--- src/rtl/mem_bus_arbiter.sv ---
// Two-requester arbiter for the shared core-side memory bus: instruction fetch vs load/store.
// Load/store has fixed priority, bounded by a starvation guard that forces a fetch grant.
package common;
  parameter int XLEN = 64;
endpackage

module mem_bus_arbiter #(
  parameter int STARVE_LIMIT = 4,
  parameter int XLEN         = common::XLEN
) (
  input  logic              clk,
  input  logic              reset,
  input  logic              ireq_valid,
  input  logic [XLEN-1:0]   ireq_addr,
  output logic              iresp_ready,
  output logic [XLEN-1:0]   iresp_data,
  input  logic              dreq_valid,
  input  logic              dreq_is_write,
  input  logic [2:0]        dreq_size,
  input  logic [XLEN-1:0]   dreq_addr,
  input  logic [XLEN/8-1:0] dreq_strobe,
  input  logic [XLEN-1:0]   dreq_data,
  output logic              dresp_ready,
  output logic [XLEN-1:0]   dresp_data,
  output logic              bus_valid,
  output logic              bus_is_write,
  output logic [2:0]        bus_size,
  output logic [XLEN-1:0]   bus_addr,
  output logic [XLEN/8-1:0] bus_strobe,
  output logic [XLEN-1:0]   bus_data,
  input  logic              bus_resp_ready,
  input  logic [XLEN-1:0]   bus_resp_data,
  output logic              grant_d
);

  localparam logic [3:0] LIMIT = 4'(STARVE_LIMIT);

  typedef enum logic {
    IDLE,
    BUSY
  } state_e;

  state_e              state_q, state_d;
  logic                is_write_q, is_write_d;
  logic [2:0]          size_q, size_d;
  logic [XLEN-1:0]     addr_q, addr_d;
  logic [XLEN/8-1:0]   strobe_q, strobe_d;
  logic [XLEN-1:0]     data_q, data_d;
  logic                owner_q, owner_d;
  logic [3:0]          starve_q, starve_d;
  logic                pick_ireq;

  always_comb begin
    // NOTE: every signal driven here gets a default first, so no path can leave one unassigned and infer a latch.
    state_d     = state_q;
    is_write_d  = is_write_q;
    size_d      = size_q;
    addr_d      = addr_q;
    strobe_d    = strobe_q;
    data_d      = data_q;
    owner_d     = owner_q;
    starve_d    = starve_q;
    pick_ireq   = 1'b0;
    iresp_ready = 1'b0;
    dresp_ready = 1'b0;

    case (state_q)
      IDLE: begin
        if (ireq_valid || dreq_valid) begin
          pick_ireq = ireq_valid && (!dreq_valid || starve_q == LIMIT);
          state_d   = BUSY;
          owner_d   = !pick_ireq;
          if (pick_ireq) begin
            is_write_d = 1'b0;
            size_d     = 3'd3;
            addr_d     = ireq_addr;
            strobe_d   = '0;
            data_d     = '0;
            starve_d   = '0;
          end else begin
            is_write_d = dreq_is_write;
            size_d     = dreq_size;
            addr_d     = dreq_addr;
            strobe_d   = dreq_strobe;
            data_d     = dreq_data;
            // Only a grant that actually made fetch wait counts toward starvation.
            if (ireq_valid && starve_q != LIMIT) starve_d = starve_q + 4'd1;
          end
        end
      end
      BUSY: begin
        if (bus_resp_ready) begin
          iresp_ready = !owner_q;
          dresp_ready = owner_q;
          state_d     = IDLE;
        end
      end
      default: state_d = IDLE;
    endcase
  end

  always_ff @(posedge clk or posedge reset) begin
    // NOTE: sequential state uses non-blocking assignments so every register samples pre-edge values.
    if (reset) begin
      state_q    <= IDLE;
      is_write_q <= 1'b0;
      size_q     <= '0;
      addr_q     <= '0;
      strobe_q   <= '0;
      data_q     <= '0;
      owner_q    <= 1'b0;
      starve_q   <= '0;
    end else begin
      state_q    <= state_d;
      is_write_q <= is_write_d;
      size_q     <= size_d;
      addr_q     <= addr_d;
      strobe_q   <= strobe_d;
      data_q     <= data_d;
      owner_q    <= owner_d;
      starve_q   <= starve_d;
    end
  end

  assign bus_valid    = (state_q == BUSY);
  assign bus_is_write = is_write_q;
  assign bus_size     = size_q;
  assign bus_addr     = addr_q;
  assign bus_strobe   = strobe_q;
  assign bus_data     = data_q;
  assign grant_d      = owner_q;
  assign iresp_data   = bus_resp_data;
  assign dresp_data   = bus_resp_data;

endmodule

--- config.mk ---
export PLATFORM = sky130hd
export DESIGN_NAME = mem_bus_arbiter
export DESIGN_NICKNAME = d
export VERILOG_FILES = /design/src/rtl/mem_bus_arbiter.sv
export SDC_FILE = /design/constraint.sdc
export NUM_CORES = 1
export LEC_CHECK = 0
export ABC_AREA = 1
export CAP_MARGIN = 20
export CELL_PAD_IN_SITES_DETAIL_PLACEMENT = 0
export CELL_PAD_IN_SITES_GLOBAL_PLACEMENT = 1
export CORE_AREA = 2 2 214 216
export CTS_BUF_LIST = sky130_fd_sc_hd__clkbuf_8
export DETAILED_ROUTE_END_ITERATION = 7
export DIE_AREA = 0 0 216 218
export GPL_ROUTABILITY_DRIVEN = 1
export MAX_ROUTING_LAYER = met4
export PLACE_DENSITY_LB_ADDON = 0.1
export SYNTH_ARGS = -nofsm -noshare
export SYNTH_HDL_FRONTEND = slang
export SYNTH_SLANG_ARGS = --single-unit
--- constraint.sdc ---
create_clock -name clk -period 6.64 [get_ports clk]
set_input_delay 1.328 -clock clk [delete_from_list [all_inputs] [get_ports clk]]
set_output_delay 1.328 -clock clk [all_outputs]
set_load 0.01 [all_outputs]
==> results.md <==
* Hold depth at 2
* CP cell instances: clkdlybuf4s50_1 -> inv_1 -> nor3_1 -> clkdlybuf4s50_1
* Fin nets at 1,511
* Post-synth top area share at 0.463
* Largest net degree at the start of global routing at 140
* Layout cells sized above 1 at 0.0361
* Worst-case clock buffer depth at 2
* Cell taking the most area after synthesis: dfrtp_1
* Period Utilization, post-route at 0.588
* Highest Signal Layer: met4
* Pwr per Cell Area at 337 nW/um^2
* Synth Area in Adders at 0.00317
* Synth-to-Final Area Change at 45.1%
* Count of flip-flops with a built-in enable after synthesis at 0
* Leakage at 5.67 nW
* H-tree levels at 4
* Post-detail-place hpwl at 20.4 mm
* DR vias at 6,952
* Max Transition Viols Final at 0
* Routed WL at 30.5 mm
* Post-synthesis simple-gate area fraction at 0.301
* Initial antenna violation count at 2
* Worst Skew at 0.0130 ns
* GPL Wtd Cong at 0.701
* Clock sink total at 146
* Worst skew pair latency at 0.46 ns
* Setup TNS Final at 0 ns
* Netlist cell types at 17
* TritonCTS Buffers at 17
* Die Ht at 218 microns
* Critical path's largest stage delay at 0.56 ns
* Relative slew margins at 0.361
* Register area share after synthesis at 0.463
* Synth Register Bits at 146
* FMAX at 256 MHz
* WL/cell at 16.5 microns
* Yosys Warn Count at 0
* Mapped Area at 7890 sq um
* Met2 WL at 14.2 mm
* Antenna Nets Post-Route at 0
* Hold_buf cts at 0
* Critical-path top delay cell: clkdlybuf4s50_1
* Post-synthesis mux area share at 0
* Synth area leaders: dfrtp_1 (46%), nand2_1 (16%), buf_4 (13%)
* Die width at 216 microns
* Num ports at 545
* # port buffers at 352
* # rows at 78
* Met1 WL at 13.4 mm
* Largest fanout on the critical path at 2
* Worst-margin pin slew at 0.958 ns
* GRT Overall Usage at 0.133
* Clock Tree Root: clkbuf_8
* Post-CTS Setup Bufs at 0
* Met3 wire len at 2.46 mm
* Final Critical Period at 3.90 ns
* Setup WS post-layout at 2.74 ns
* Asr flop ratio synth at 1.00
* CP Data Arrival Time at 2.57 ns
* Post-Synth XOR/XNOR Area at 0.00222
* Post-layout util at 0.255
* Worst Setup Path Type: input port to output pin
* CP endpoint kind: output pin
* Clk slew on worst S/H paths at 0.08 ns
* Worst R2R Path Depth at 9
* Drt first pass iters at 4
* Vias per inst at 3.76
* Initial Util at 0.176
* Inst Count DP at 1,816
* Final instance count without filler cells at 1,850
* Synth top cells by count: nand2_1 (345), nand3_1 (206), dfrtp_1 (146)
* Largest family of logic cells by synthesized area: simple AND/OR/NAND/NOR gates
* Pre-CTS WS at 2.72 ns
* Crit start category: input port
* Hold WC Path Type: register to register
* Final Hold Fails at 0
* Main synth FF type: dfrtp_1
* Outcome: finished clean
* Max-Cap Viols at 0
* Required time of the critical path at 5.31 ns
* VDD IR max at 0.103 mV
* Syn Inst Count at 1,042
* DRC at 0
* Core ar. at 44,900 sq um
* CTS tree: yes
* Most common cell in the netlist: nand2_1
* CTS resizes at 0
* Vias in the first global route at 7,167
* Die area at 47,100 sq um
* First-iteration detailed-routing DRC count at 301
* Global-route wire length before repair at 46.0 mm
* Unrepaired setup endpoints after global routing: false
* Post-synthesis compound-gate area fraction at 0.00428
* Syn avg cell area at 7.57 sq um
* Most used cell, CP: clkdlybuf4s50_1
* GRT overflow at 0
* Synth Net Count at 1,317
* Final setup viols at 0
==> critical path, delay by kind of cell <==
family                 cells  cell delay, ns
buffers and inverters      3            1.08
AND/OR/NAND/NOR            1            0.16
==> state kept, by name (all words and copies together) (netlist names) <==
register      flops
bus_size          3
bus_data         64
grant_d           1
starve_q          4
bus_strobe        8
bus_addr         64
bus_valid         1
bus_is_write      1
==> per-layer routing <==
layer / vias up / track usage
met5: - / -
met4: 0 / 0.0354
met3: 38 / 0.0505
met2: 277 / 0.204
met1: 3203 / 0.163
li1: 3434 / -
==> layout by cell type (no fill, tap or decap), drive strengths merged, types with 3 or more instances in the layout <==
cell type and n:
clkdlybuf4s50 351, nand2 345, nand3 206, dfrtp 146
inv 140, clkbuf 21, buf 11, nor2 9
o21ai 5, bufinv 3, clkinv 3
==> per-stage QoR <==
| stage | instance area, sq um | total power (W) | hold WS [ns] |
|---|---|---|---|
| after floorplan | 7890 | 0.00216 | 0.516 |
| after global placement | 11000 | 0.00313 | 0.463 |
| after detailed placement | 11000 | 0.00312 | 0.464 |
| after CTS | 11400 | 0.00395 | 0.486 |
| after global routing | 11400 | 0.00415 | 0.495 |
| final | 11400 | 0.00385 | 0.479 |
==> area by class of cell <==
class / instances / area, sq um
Antenna cell: 2 / 5.00
Clock buffer: 21 / 289
Fill cell: 5058 / 33500
Inverter: 137 / 522
Clock inverter: 10 / 133
Timing Repair Buffer: 362 / 3630
Multi-Input combinational cell: 572 / 2460
Sequential cell: 146 / 3650
Tap cell: 600 / 751
==> logic make-up after synthesis <==
logic type	Yosys count
adder cells (fa/ha/maj)	2
XOR/XNOR	2
AO/OA/AOI/OAI	6
flip-flops	146
buffers and inverters	324
AND/OR/NAND/NOR	562
==> final timing paths <==
kind,end,start,slack (ns)
max,dresp_ready,bus_resp_ready,2.74
min,bus_addr[1]$_DFFE_PP0P_,bus_addr[1]$_DFFE_PP0P_,0.48
max reg2reg,bus_addr[0]$_DFFE_PP0P_,starve_q[0]$_DFFE_PP0P_,4.25
min reg2reg,bus_addr[1]$_DFFE_PP0P_,bus_addr[1]$_DFFE_PP0P_,0.48
max in group asynchronous,bus_addr[23]$_DFFE_PP0P_,reset,4.20
min in group asynchronous,bus_data[55]$_DFFE_PP0P_,reset,1.36
==> power breakdown <==
group	switching (W)	internal (W)
sequential	0.000185	0.00121
clock	0.000378	0.000408
combinational	0.000822	0.000847
total	0.00138	0.00247
(Power assumes the default switching activity.)
